==> config.mk <==
export PLATFORM = sky130hd
export DESIGN_NAME = fu_result_pager
export DESIGN_NICKNAME = d
export VERILOG_FILES = /design/src/rtl/fu_result_pager_pkg.sv /design/src/rtl/fu_result_pager_btn.sv /design/src/rtl/fu_result_pager.sv
export SDC_FILE = /design/constraint.sdc
export NUM_CORES = 1
export LEC_CHECK = 0
export ABC_AREA = 1
export ABC_CLOCK_PERIOD_IN_PS = 2400
export CAP_MARGIN = 20
export CORE_MARGIN = 2
export CORE_UTILIZATION = 35
export DETAILED_ROUTE_END_ITERATION = 10
export PLACE_DENSITY = 0.69
export SLEW_MARGIN = 20
export SYNTH_ARGS = -nofsm -noshare
export SYNTH_HDL_FRONTEND = slang
export SYNTH_SLANG_ARGS = --single-unit
==> constraint.sdc <==
create_clock -name uclk -period 2.4 [get_ports uclk]
set_clock_uncertainty 0.05 [all_clocks]
set_input_delay 0.36 -clock uclk [delete_from_list [all_inputs] [get_ports uclk]]
set_output_delay 0.36 -clock uclk [all_outputs]
set_load 0.02 [all_outputs]
==> src/rtl/fu_result_pager_pkg.sv <==
// rtl/fu_result_pager_pkg.sv - shared encodings for the result pager and its board top level
package fu_result_pager_pkg;

  typedef enum logic {
    ST_IDLE = 1'b0,
    ST_SHOW = 1'b1
  } state_e;

  localparam int LED_V = 4;
  localparam int LED_C = 5;
  localparam int LED_N = 6;
  localparam int LED_Z = 7;

  function automatic int nib_count(input int word_size);
    return word_size / 4;
  endfunction

endpackage

==> src/rtl/fu_result_pager_btn.sv <==
// rtl/fu_result_pager_btn.sv - btn_edge_db: shift-register debouncer with single rising-edge pulse
module btn_edge_db #(
  parameter int db_Len = 7
) (
  input  logic uclk,
  input  logic rst,
  input  logic raw,
  output logic level,
  output logic rise_pulse
);

  logic [db_Len-1:0] shift_q;
  logic [db_Len-1:0] shift_d;
  logic              old_q;

  generate
    if (db_Len > 1) begin : g_shift
      assign shift_d = {shift_q[db_Len-2:0], raw};
    end else begin : g_single
      assign shift_d = raw;
    end
  endgenerate

  always_ff @(posedge uclk or posedge rst) begin
    if (rst) begin
      shift_q <= '0;
      old_q   <= 1'b0;
    end else begin
      shift_q <= shift_d;
      old_q   <= level;
    end
  end

  // Level needs db_Len consecutive high samples; pulse fires once per settled press.
  assign level      = &shift_q;
  assign rise_pulse = level & ~old_q;

endmodule

==> src/rtl/fu_result_pager.sv <==
// rtl/fu_result_pager.sv - captures an FU result and flags, pages its nibbles onto an 8-bit LED bar
module fu_result_pager
  import fu_result_pager_pkg::*;
#(
  parameter int word_Size   = 32,
  parameter int page_Width  = 3,
  parameter int db_Len      = 7,
  parameter int scan_Cycles = 50000000
) (
  input  logic                  uclk,
  input  logic                  rst,
  input  logic                  cap_stb,
  input  logic [word_Size-1:0]  F,
  input  logic                  V,
  input  logic                  C,
  input  logic                  N,
  input  logic                  Z,
  input  logic                  page_btn,
  input  logic                  auto_en,
  output logic [7:0]            LED,
  output logic [page_Width-1:0] page,
  output logic                  valid
);

  localparam int                    NIB_COUNT = nib_count(word_Size);
  localparam logic [page_Width-1:0] LAST_PAGE = page_Width'(NIB_COUNT - 1);
  localparam int                    CNT_W     = $clog2(scan_Cycles);
  localparam logic [CNT_W-1:0]      CNT_LAST  = CNT_W'(scan_Cycles - 1);

  state_e                  state_q, state_d;
  logic [word_Size-1:0]    res_q;
  logic                    v_q, c_q, n_q, z_q;
  logic [page_Width-1:0]   page_q, page_d;
  logic [CNT_W-1:0]        cnt_q, cnt_d;
  logic                    load;
  logic                    btn_pulse;
  logic [page_Width-1:0]   page_next;
  logic [3:0]              nib;
  logic [7:0]              led_c;

  btn_edge_db #(
    .db_Len(db_Len)
  ) u_btn (
    .uclk      (uclk),
    .rst       (rst),
    .raw       (page_btn),
    .level     (),
    .rise_pulse(btn_pulse)
  );

  assign page_next = (page_q == LAST_PAGE) ? '0 : page_q + page_Width'(1);

  // Priority: capture, then button, then scan expiry; at most one page update per edge.
  always_comb begin
    state_d = state_q;
    page_d  = page_q;
    cnt_d   = cnt_q;
    load    = 1'b0;
    unique case (state_q)
      ST_IDLE: begin
        page_d = '0;
        cnt_d  = '0;
        if (cap_stb) begin
          state_d = ST_SHOW;
          load    = 1'b1;
        end
      end
      ST_SHOW: begin
        if (cap_stb) begin
          load   = 1'b1;
          page_d = '0;
          cnt_d  = '0;
        end else if (btn_pulse) begin
          page_d = page_next;
          cnt_d  = '0;
        end else if (auto_en) begin
          if (cnt_q == CNT_LAST) begin
            page_d = page_next;
            cnt_d  = '0;
          end else begin
            cnt_d = cnt_q + CNT_W'(1);
          end
        end else begin
          cnt_d = '0;
        end
      end
      default: state_d = ST_IDLE;
    endcase
  end

  always_ff @(posedge uclk or posedge rst) begin
    if (rst) begin
      state_q <= ST_IDLE;
      page_q  <= '0;
      cnt_q   <= '0;
    end else begin
      state_q <= state_d;
      page_q  <= page_d;
      cnt_q   <= cnt_d;
    end
  end

  always_ff @(posedge uclk or posedge rst) begin
    if (rst) begin
      res_q <= '0;
      v_q   <= 1'b0;
      c_q   <= 1'b0;
      n_q   <= 1'b0;
      z_q   <= 1'b0;
    end else if (load) begin
      res_q <= F;
      v_q   <= V;
      c_q   <= C;
      n_q   <= N;
      z_q   <= Z;
    end
  end

  assign nib = 4'(res_q >> {page_q, 2'b00});

  always_comb begin
    led_c = '0;
    if (state_q == ST_SHOW) begin
      led_c[3:0]   = nib;
      led_c[LED_V] = v_q;
      led_c[LED_C] = c_q;
      led_c[LED_N] = n_q;
      led_c[LED_Z] = z_q;
    end
  end

  assign LED   = led_c;
  assign page  = page_q;
  assign valid = (state_q == ST_SHOW);

endmodule

After elaboration in Yosys (flattened, before gate mapping)
Index checks and enable logic that the tools add are counted.

Bits in registers: 74. Bits of input ports: 41. Output and inout port bits: 12. Logic and storage cells: 36.

Add/sub/neg operators: 2. Equality and inequality tests: 4. Shift operators: 1. Mux-type cells: 14. Bitwise operators: 3. Reduce and logical (&&, ||, !) cells: 2.

Operator list (number): 2-to-1 mux 26 bit (4); case mux 26 bit (2 select lines) (1); right shift 32 x 5 -> 4 bit (1); adder 26 x 1 -> 26 bit (second input constant) (1); equality test 26 bit (second input constant) (1); 2-to-1 mux 3 bit (5); 2-to-1 mux 8 bit (1); AND reduction 7 bit (1); case mux 3 bit (2 select lines) (1); inequality test 4 x 2 -> 1 bit (second input constant) (1); inequality test 4 x 3 -> 1 bit (second input constant) (1); adder 3 x 1 -> 3 bit (second input constant) (1); equality test 3 bit (second input constant) (1); 2-to-1 mux 1 bit (2); NOT 1 bit (2); AND reduction 2 bit (1); AND 1 bit (1).

Logic depth before layout (Yosys ltp)
Gate-level depths: netlist (run 1).

Depth after elaboration: 7. Mapped depth: 9. Mapped depth without buffers: 9.

Hierarchy
A second synthesis (run 1) with hierarchy kept.

Cell total of the unflattened synthesis: 520. Area total of the unflattened synthesis: 3846.2 um^2.

Modules (own cells, without submodules): fu_result_pager (times used 1, cells each 502, area each 3606.0 um^2, sequential area each 1651.6 um^2); btn_edge_db (times used 1, cells each 18, area each 240.2 um^2, sequential area each 200.2 um^2).

Worst setup path before layout (run 1)
Ideal clock, no wire load.

Path type: flip-flop to output port. Start point: register page_q[0] (netlist: page[0]). End point: output LED[3]. Arrival time: 1447 ps. Data required time: 1990 ps. Setup slack: 543 ps. Cell stages (with the launch flop): 7. Buffers on the path: 2. Cell sequence: dfrtp_1 -> buf_2 -> clkbuf_1 -> o21ai_0 -> o21ai_0 -> nor2_1 -> nor2_1.

Cells in the longest elaborated chain, start to end: 2.

RTL lines: start: declaration (RTL line fu_result_pager.sv:33) `logic [page_Width-1:0] page_q, page_d;`; start signal: assignment (RTL line fu_result_pager.sv:98) `page_q <= page_d;`; right shift 32 x 5 -> 4 bit (RTL line fu_result_pager.sv:119) `assign nib = 4'(res_q >> {page_q, 2'b00});`; 2-to-1 mux 8 bit (RTL line fu_result_pager.sv:123) `if (state_q == ST_SHOW) begin`; end: declaration (RTL line fu_result_pager.sv:20) `output logic [7:0] LED,`.

Every way passes these cells.

Final worst setup path (run 1)
Start point: register page_q[0] (netlist: page[0]). End point: output LED[0].

Same word-level chain as after synthesis.

==> results.sh, run 1 <==
export IMPL_clock_sinks=74
export IMPL_num_rows=38
export IMPL_drt_iter0_markers=189
export IMPL_synthCells=531
export IMPL_yosysSeqAreaShare_pct=47.0
export IMPL_worst_path_buf_inv=3
export IMPL_worst_pin_slew_ps=439
export IMPL_pin_count=53
export IMPL_die_height_um=110
export IMPL_synth_cell_types=29
export IMPL_outcome="complete, no violations"
export IMPL_worstSetupStartpointType="flop"
export IMPL_routed_via_density=4.76
export IMPL_h_tree_depth_reported_by_cts=3
export IMPL_routed_wl_mm=9.63
export IMPL_cp_slowest_cell="sky130_fd_sc_hd__dfrtp_1"
export IMPL_port_buffers=52
export IMPL_vdd_drop_max_mv=0.363
export IMPL_path_max_fanout=30
export IMPL_globalRouteTotalUtil_pct=18.2
export IMPL_cap_viol_max_count=0
export IMPL_ys_warnings_count=0
export IMPL_clock_tree_from_tritoncts="done"
export IMPL_synth_top_cell_area_share_pct=47.0
export IMPL_largest_net_degree_at_the_start_of_global_routing=75
export IMPL_critical_path_top_delay_family="buffers and inverters"
export IMPL_worst_r2r_startpoint="cnt_q[0]"
export IMPL_clk_insertion_delay_late_ps=360
export IMPL_gr_usage_met3_pct=5.06
export IMPL_period_share_pct=93.4
export IMPL_cts_root_buffer_cell="sky130_fd_sc_hd__clkbuf_8"
export IMPL_syn_area_per_cell_um2=7.42
export IMPL_cp_data_required_time_ps=1990
export IMPL_first_global_vias=3587
export IMPL_timing_final_setup_violations=0
export IMPL_worst_path_most_repeated_cell="sky130_fd_sc_hd__nor2_1"
export IMPL_rsz0062_at_grt="false"
export IMPL_cp_data_arrival_time_ps=1830
export IMPL_fp_dieArea_mm2=0.0121
export IMPL_die_w_um=110
export IMPL_vias=3454
export IMPL_power_leakage_uw=0.00218
export IMPL_finalNetCount=626
export IMPL_p_per_area_mw_per_mm2=561
export IMPL_detailed_place_hpwl_mm=7.19
export IMPL_power_total_uw=2690
export IMPL_grt_util_met2_pct=30.2
export IMPL_met1_usage_pct=23.0
export IMPL_fmax_mhz=446
export IMPL_mappedNetlistArea_mm2=0.00394
export IMPL_grt_antenna_before_repair=0
export IMPL_crit_path_cell_trace="buf_12 > inv_1 > a21oi_1 > o21ai_0 > nand2_1 > nor2_1 > nor2_1 > dlygate4sd2_1"
export IMPL_synth_top_cells_by_area="sky130_fd_sc_hd__dfrtp_1 (47%), sky130_fd_sc_hd__nand2_1 (17%), sky130_fd_sc_hd__nor2_1 (5.8%)"
export IMPL_wl_per_cell_um=13.3
export IMPL_antenna_diode_count=0
export IMPL_global_route_wire_length_before_repair_mm=16.8
export IMPL_end_kind="primary output"
export IMPL_flip_flop_and_latch_count_after_synthesis=74
export IMPL_drv_slew=0
export IMPL_final_min_clock_period_ps=2240
export IMPL_cts_buffers_inserted=9
export IMPL_slowest_delay_ps=380
export IMPL_gpl_final_weighted_congestion=0.913
export IMPL_antenna_left=0
export IMPL_min_path_type="input port to asynchronous set/reset pin"
export IMPL_drt_pre_antenna_iters=5
export IMPL_timing_final_hold_violations=0
export IMPL_syn_nets=575
export IMPL_final_setup_tns_ps=0
export IMPL_max_slew_margin_rel_pct=70.7
export IMPL_cts_reportedPaths_clkPinSlew_ps=80
export IMPL_layout_drive_gt1_share_pct=12.3
export IMPL_initial_core_util_pct=36.2
export IMPL_synthDominantAreaCellType="sky130_fd_sc_hd__dfrtp_1"
export IMPL_remaining_drc_errors=0
export IMPL_grt_busiest_layer="met2"
export IMPL_worst_setup_path_category="flop to primary output"
export IMPL_globalRouteOverflowTotal=0
export IMPL_flow_area_growth_from_synthesis_pct=21.7
export IMPL_clock_path_buffers=2
export IMPL_core_area_mm2=0.0109
export IMPL_crit_path_start="page[0]"
## where the power goes
group	switching, uW	internal (uW)
Combinational	217	169
Clock	474	473
Sequential	44.1	1310
## layout by cell type, fill, tap and decap left out, drive strengths merged, types with 2 or more instances in the layout
| cell | count |
|---|---|
| dfrtp | 74 |
| xor2 | 5 |
| nor4 | 2 |
| clkbuf | 12 |
| clkinv | 3 |
| ha | 3 |
| clkdlybuf4s50 | 48 |
| nand3 | 24 |
| nor2 | 94 |
| nand4 | 8 |
| nand2 | 193 |
| o21ai | 32 |
| xnor2 | 3 |
| nor3 | 2 |
| o211ai | 4 |
| inv | 56 |
| a21oi | 11 |
| buf | 4 |
## tightest hold or removal path: stages
cell	delay [ps]
sky130_fd_sc_hd__clkdlybuf4s50_1	410
sky130_fd_sc_hd__inv_2	70
sky130_fd_sc_hd__buf_12	320
## metrics by stage
stage	cells	area [um2]	util, %	hold slack (ps)	setup slack, ps
global route	726	4790	44.0	376	0.251
floorplan	531	3940	-	323	108
finish	726	4790	44.0	349	157
CTS	726	4800	44.1	364	142
detailed placement	711	4620	42.4	334	176
global placement	711	4620	42.4	331	265
## logic make-up after synthesis
group / count (synthesis) / synth area share, %
buffers and inverters: 72 / 7.40
XOR/XNOR: 8 / 1.78
AO/OA/AOI/OAI: 49 / 6.61
adder cells (fa/ha/maj): 3 / 0.953
flip-flops: 74 / 47.0
AND/OR/NAND/NOR: 325 / 36.2
## final cells by class
type / count / area (um2)
clock buffers: 10 / 128
clock inverters: 5 / 56.3
fillers: 1115 / 6090
inverters: 56 / 210
multi-input cells: 385 / 1790
flip-flops and latches: 74 / 1850
well taps: 140 / 175
repair buffers: 56 / 577
## cells in the mapped netlist (all sizes together)
master,instances
nand2,193
nor2,94
dfrtp,74
inv,56
o21ai,32
nand3,24
a21oi,11
clkbuf,10
nand4,8
buf,6
xor2,5
o211ai,4
ha,3
xnor2,3
nor3,2
nor4,2
a31o,1
a31oi,1
and2,1
nand3b,1
## worst paths after layout
path                               endpoint  slack (ps)  cells past startpoint
min in group uclk          u_btn.shift_q[3]         360                      0
max in group asynchronous          cnt_q[0]        1630                      3
setup / recovery                     LED[0]         160                      8
hold / removal                    cnt_q[16]         350                      3
hold reg to reg            u_btn.shift_q[3]         360                      0
setup reg to reg                   cnt_q[0]         470                      7
## what timing repair did
action / CTS / global route
hold buffers: 0 / 0
setup buffers: 0 / 0
setup endpoints to repair: 4 / 3
resized for setup: 5 / 5
## layer usage
layer  vias up  part of all wire (%)
met4         0                   2.0
met1      1579                    44
met2       115                    48
met3        17                   5.8
met5         -                     0
li1       1743                     -
## flip-flops by register name, summed over array words and instances, names as in the netlist
register and flops:
res_q 32, cnt_q 26, u_btn.shift_q 7, page 3, c_q 1, n_q 1
u_btn.old_q 1, v_q 1, valid 1, z_q 1
Power figures use the tool's default switching activity.
==> inputs of run 2 (changes only) <==
--- a/config.mk
+++ b/config.mk
@@ -8,10 +8,11 @@
 export ABC_AREA = 1
 export ABC_CLOCK_PERIOD_IN_PS = 2400
 export CAP_MARGIN = 20
-export CORE_MARGIN = 2
+export CORE_MARGIN = 5
 export CORE_UTILIZATION = 35
 export DETAILED_ROUTE_END_ITERATION = 10
 export PLACE_DENSITY = 0.69
+export SETUP_SLACK_MARGIN = 0.3
 export SLEW_MARGIN = 20
 export SYNTH_ARGS = -nofsm -noshare
 export SYNTH_HDL_FRONTEND = slang
==> results.sh, run 2 (synthesized netlist as in run 1, its figures left out) <==
export IMPL_end_kind="primary output"
export IMPL_die_height_um=116
export IMPL_final_min_clock_period_ps=2090
export IMPL_worst_r2r_startpoint="cnt_q[0]"
export IMPL_clock_path_buffers=2
export IMPL_globalRouteTotalUtil_pct=15.8
export IMPL_pin_count=53
export IMPL_stdcell_count=738
export IMPL_globalRouteOverflowTotal=0
export IMPL_worst_setup_path_category="flop to primary output"
export IMPL_routed_wl_mm=9.87
export IMPL_timing_final_setup_violations=0
export IMPL_routed_via_density=4.77
export IMPL_finalNetCount=637
export IMPL_clock_tree_from_tritoncts="done"
export IMPL_layout_cell_area_non_filler_mm2=0.00501
export IMPL_cts_root_buffer_cell="sky130_fd_sc_hd__clkbuf_16"
export IMPL_wl_per_cell_um=13.4
export IMPL_cap_viol_max_count=0
export IMPL_layout_drive_gt1_share_pct=14.9
export IMPL_outcome="complete, no violations"
export IMPL_largest_register="res_q"
export IMPL_h_tree_depth_reported_by_cts=3
export IMPL_drt_iter0_markers=220
export IMPL_layout_core_utilization_pct=45.8
export IMPL_placedCellCount=713
export IMPL_first_global_vias=3656
export IMPL_gpl_final_weighted_congestion=0.928
export IMPL_cp_slowest_cell="sky130_fd_sc_hd__dfrtp_2"
export IMPL_area_of_the_multi_input_gates_mm2=0.00180
export IMPL_ff_latch_area_mm2=0.00186
export IMPL_fp_dieArea_mm2=0.0135
export IMPL_detailed_place_hpwl_mm=7.43
export IMPL_power_leakage_uw=0.00228
export IMPL_cts_buffers_inserted=9
export IMPL_remaining_drc_errors=0
export IMPL_clk_insertion_delay_late_ps=340
export IMPL_worst_pin_slew_ps=499
export IMPL_crit_path_cell_trace="buf_4 > buf_4 > a21oi_1 > o21ai_1 > nand3_1 > nand2_1 > nor2_1 > buf_4"
export IMPL_min_path_type="input port to asynchronous set/reset pin"
export IMPL_p_per_area_mw_per_mm2=632
export IMPL_pre_cts_slack_ps=140
export IMPL_antenna_left=0
export IMPL_crit_path_start="page[1]"
export IMPL_vdd_drop_max_mv=0.364
export IMPL_slowest_delay_ps=450
export IMPL_rr_worst_depth=7
export IMPL_drt_pre_antenna_iters=4
export IMPL_cp_data_required_time_ps=1990
export IMPL_flow_area_growth_from_synthesis_pct=27.2
export IMPL_worst_path_most_repeated_cell="sky130_fd_sc_hd__buf_4"
export IMPL_rsz0062_at_grt="true"
export IMPL_period_share_pct=87.1
export IMPL_top_regs="res_q: 32 flops, cnt_q: 26 flops, u_btn.shift_q: 7 flops"
export IMPL_port_buffers=52
export IMPL_layout_filler_cells=1116
export IMPL_layout_cells_most_common="sky130_fd_sc_hd__nand2_1"
export IMPL_placement_cell_area_mm2=0.00463
export IMPL_antenna_diode_count=0
export IMPL_layout_cells_most_common_list="sky130_fd_sc_hd__nand2_1 (183), sky130_fd_sc_hd__dfrtp_1 (71), sky130_fd_sc_hd__nor2_1 (61)"
export IMPL_timing_final_hold_violations=0
export IMPL_largest_register_ff_count=32
export IMPL_largest_net_degree_at_the_start_of_global_routing=51
export IMPL_drv_slew=0
export IMPL_post_route_worst_setup_slack_ps=310
export IMPL_vias=3518
export IMPL_grt_antenna_before_repair=0
export IMPL_cts_reportedPaths_clkPinSlew_ps=60
export IMPL_max_slew_margin_rel_pct=66.6
export IMPL_regToRegSetupSlack_ps=460
export IMPL_die_w_um=116
export IMPL_clock_sinks=74
export IMPL_final_setup_tns_ps=0
export IMPL_worstSetupStartpointType="flop"
export IMPL_core_area_mm2=0.0109
export IMPL_fmax_mhz=478
export IMPL_cp_data_arrival_time_ps=1680
export IMPL_num_rows=38
export IMPL_r2r_end="cnt_q[21]"
export IMPL_initial_core_util_pct=36.0
export IMPL_path_max_fanout=8
export IMPL_global_route_wire_length_before_repair_mm=16.8
==> run 2: changes by cell type in the layout (fill, tap and decap cells not counted), sizes merged <==
cell,delta
buf,+15
dlygate4sd2,-1
clkinvlp,+2
clkdlybuf4s15,-1
clkbuf,-1
clkinv,-2
==> run 2: worst max-delay path: cells and delay by family (launching register included) <==
family / cells / cell delay (ps)
AOI/OAI and AO/OA: 2 / 240
buffers and inverters: 3 / 430
DFF: 1 / 450
and+or+nand+nor: 3 / 220
==> run 2: through the flow <==
step | hold WS [ps] | total power (uW)
6_report | 351 | 3160
5_1_grt | 366 | 3300
4_1_cts | 349 | 3170
3_5_place_dp | 342 | 1780
3_3_place_gp | 334 | 1770
2_1_floorplan | 323 | 1590
==> run 2: cell type report <==
cell class	instances	area share, %
Inverter	56	4.27
Multi-Input combinational cell	385	35.9
Clock inverter	5	1.25
Clock buffer	11	4.85
Timing Repair Buffer	67	13.2
Tap cell	140	3.50
Sequential cell	74	37.1
==> run 2: power breakdown <==
group,switching (uW),internal [uW]
Sequential,40.8,1310
Clock,542,839
Combinational,230,197
==> run 2: how the worst max path moves through the flow <==
stage	end	cells past startpoint
floorplan	LED[3]	6
global placement	LED[2]	7
detailed placement	LED[1]	7
CTS	LED[1]	7
global route	LED[0]	8
finish	LED[0]	8
==> run 2: what timing repair did <==
action	4_1_cts	5_1_grt
gates cloned	0	0
pin swaps	0	2
buffers inserted	2	7
resized for setup	16	14
hold buffers	0	0
setup endpoints to repair	10	5
==> run 2: routing by layer <==
| metal | vias up | track usage, % | wire (um) |
|---|---|---|---|
| met1 | 1640 | 19.9 | 4360 |
| met3 | 23 | 3.71 | 473 |
| met4 | 0 | 6.34 | 336 |
| met2 | 90 | 26.3 | 4700 |
| li1 | 1765 | - | - |
| met5 | - | 0 | 0 |
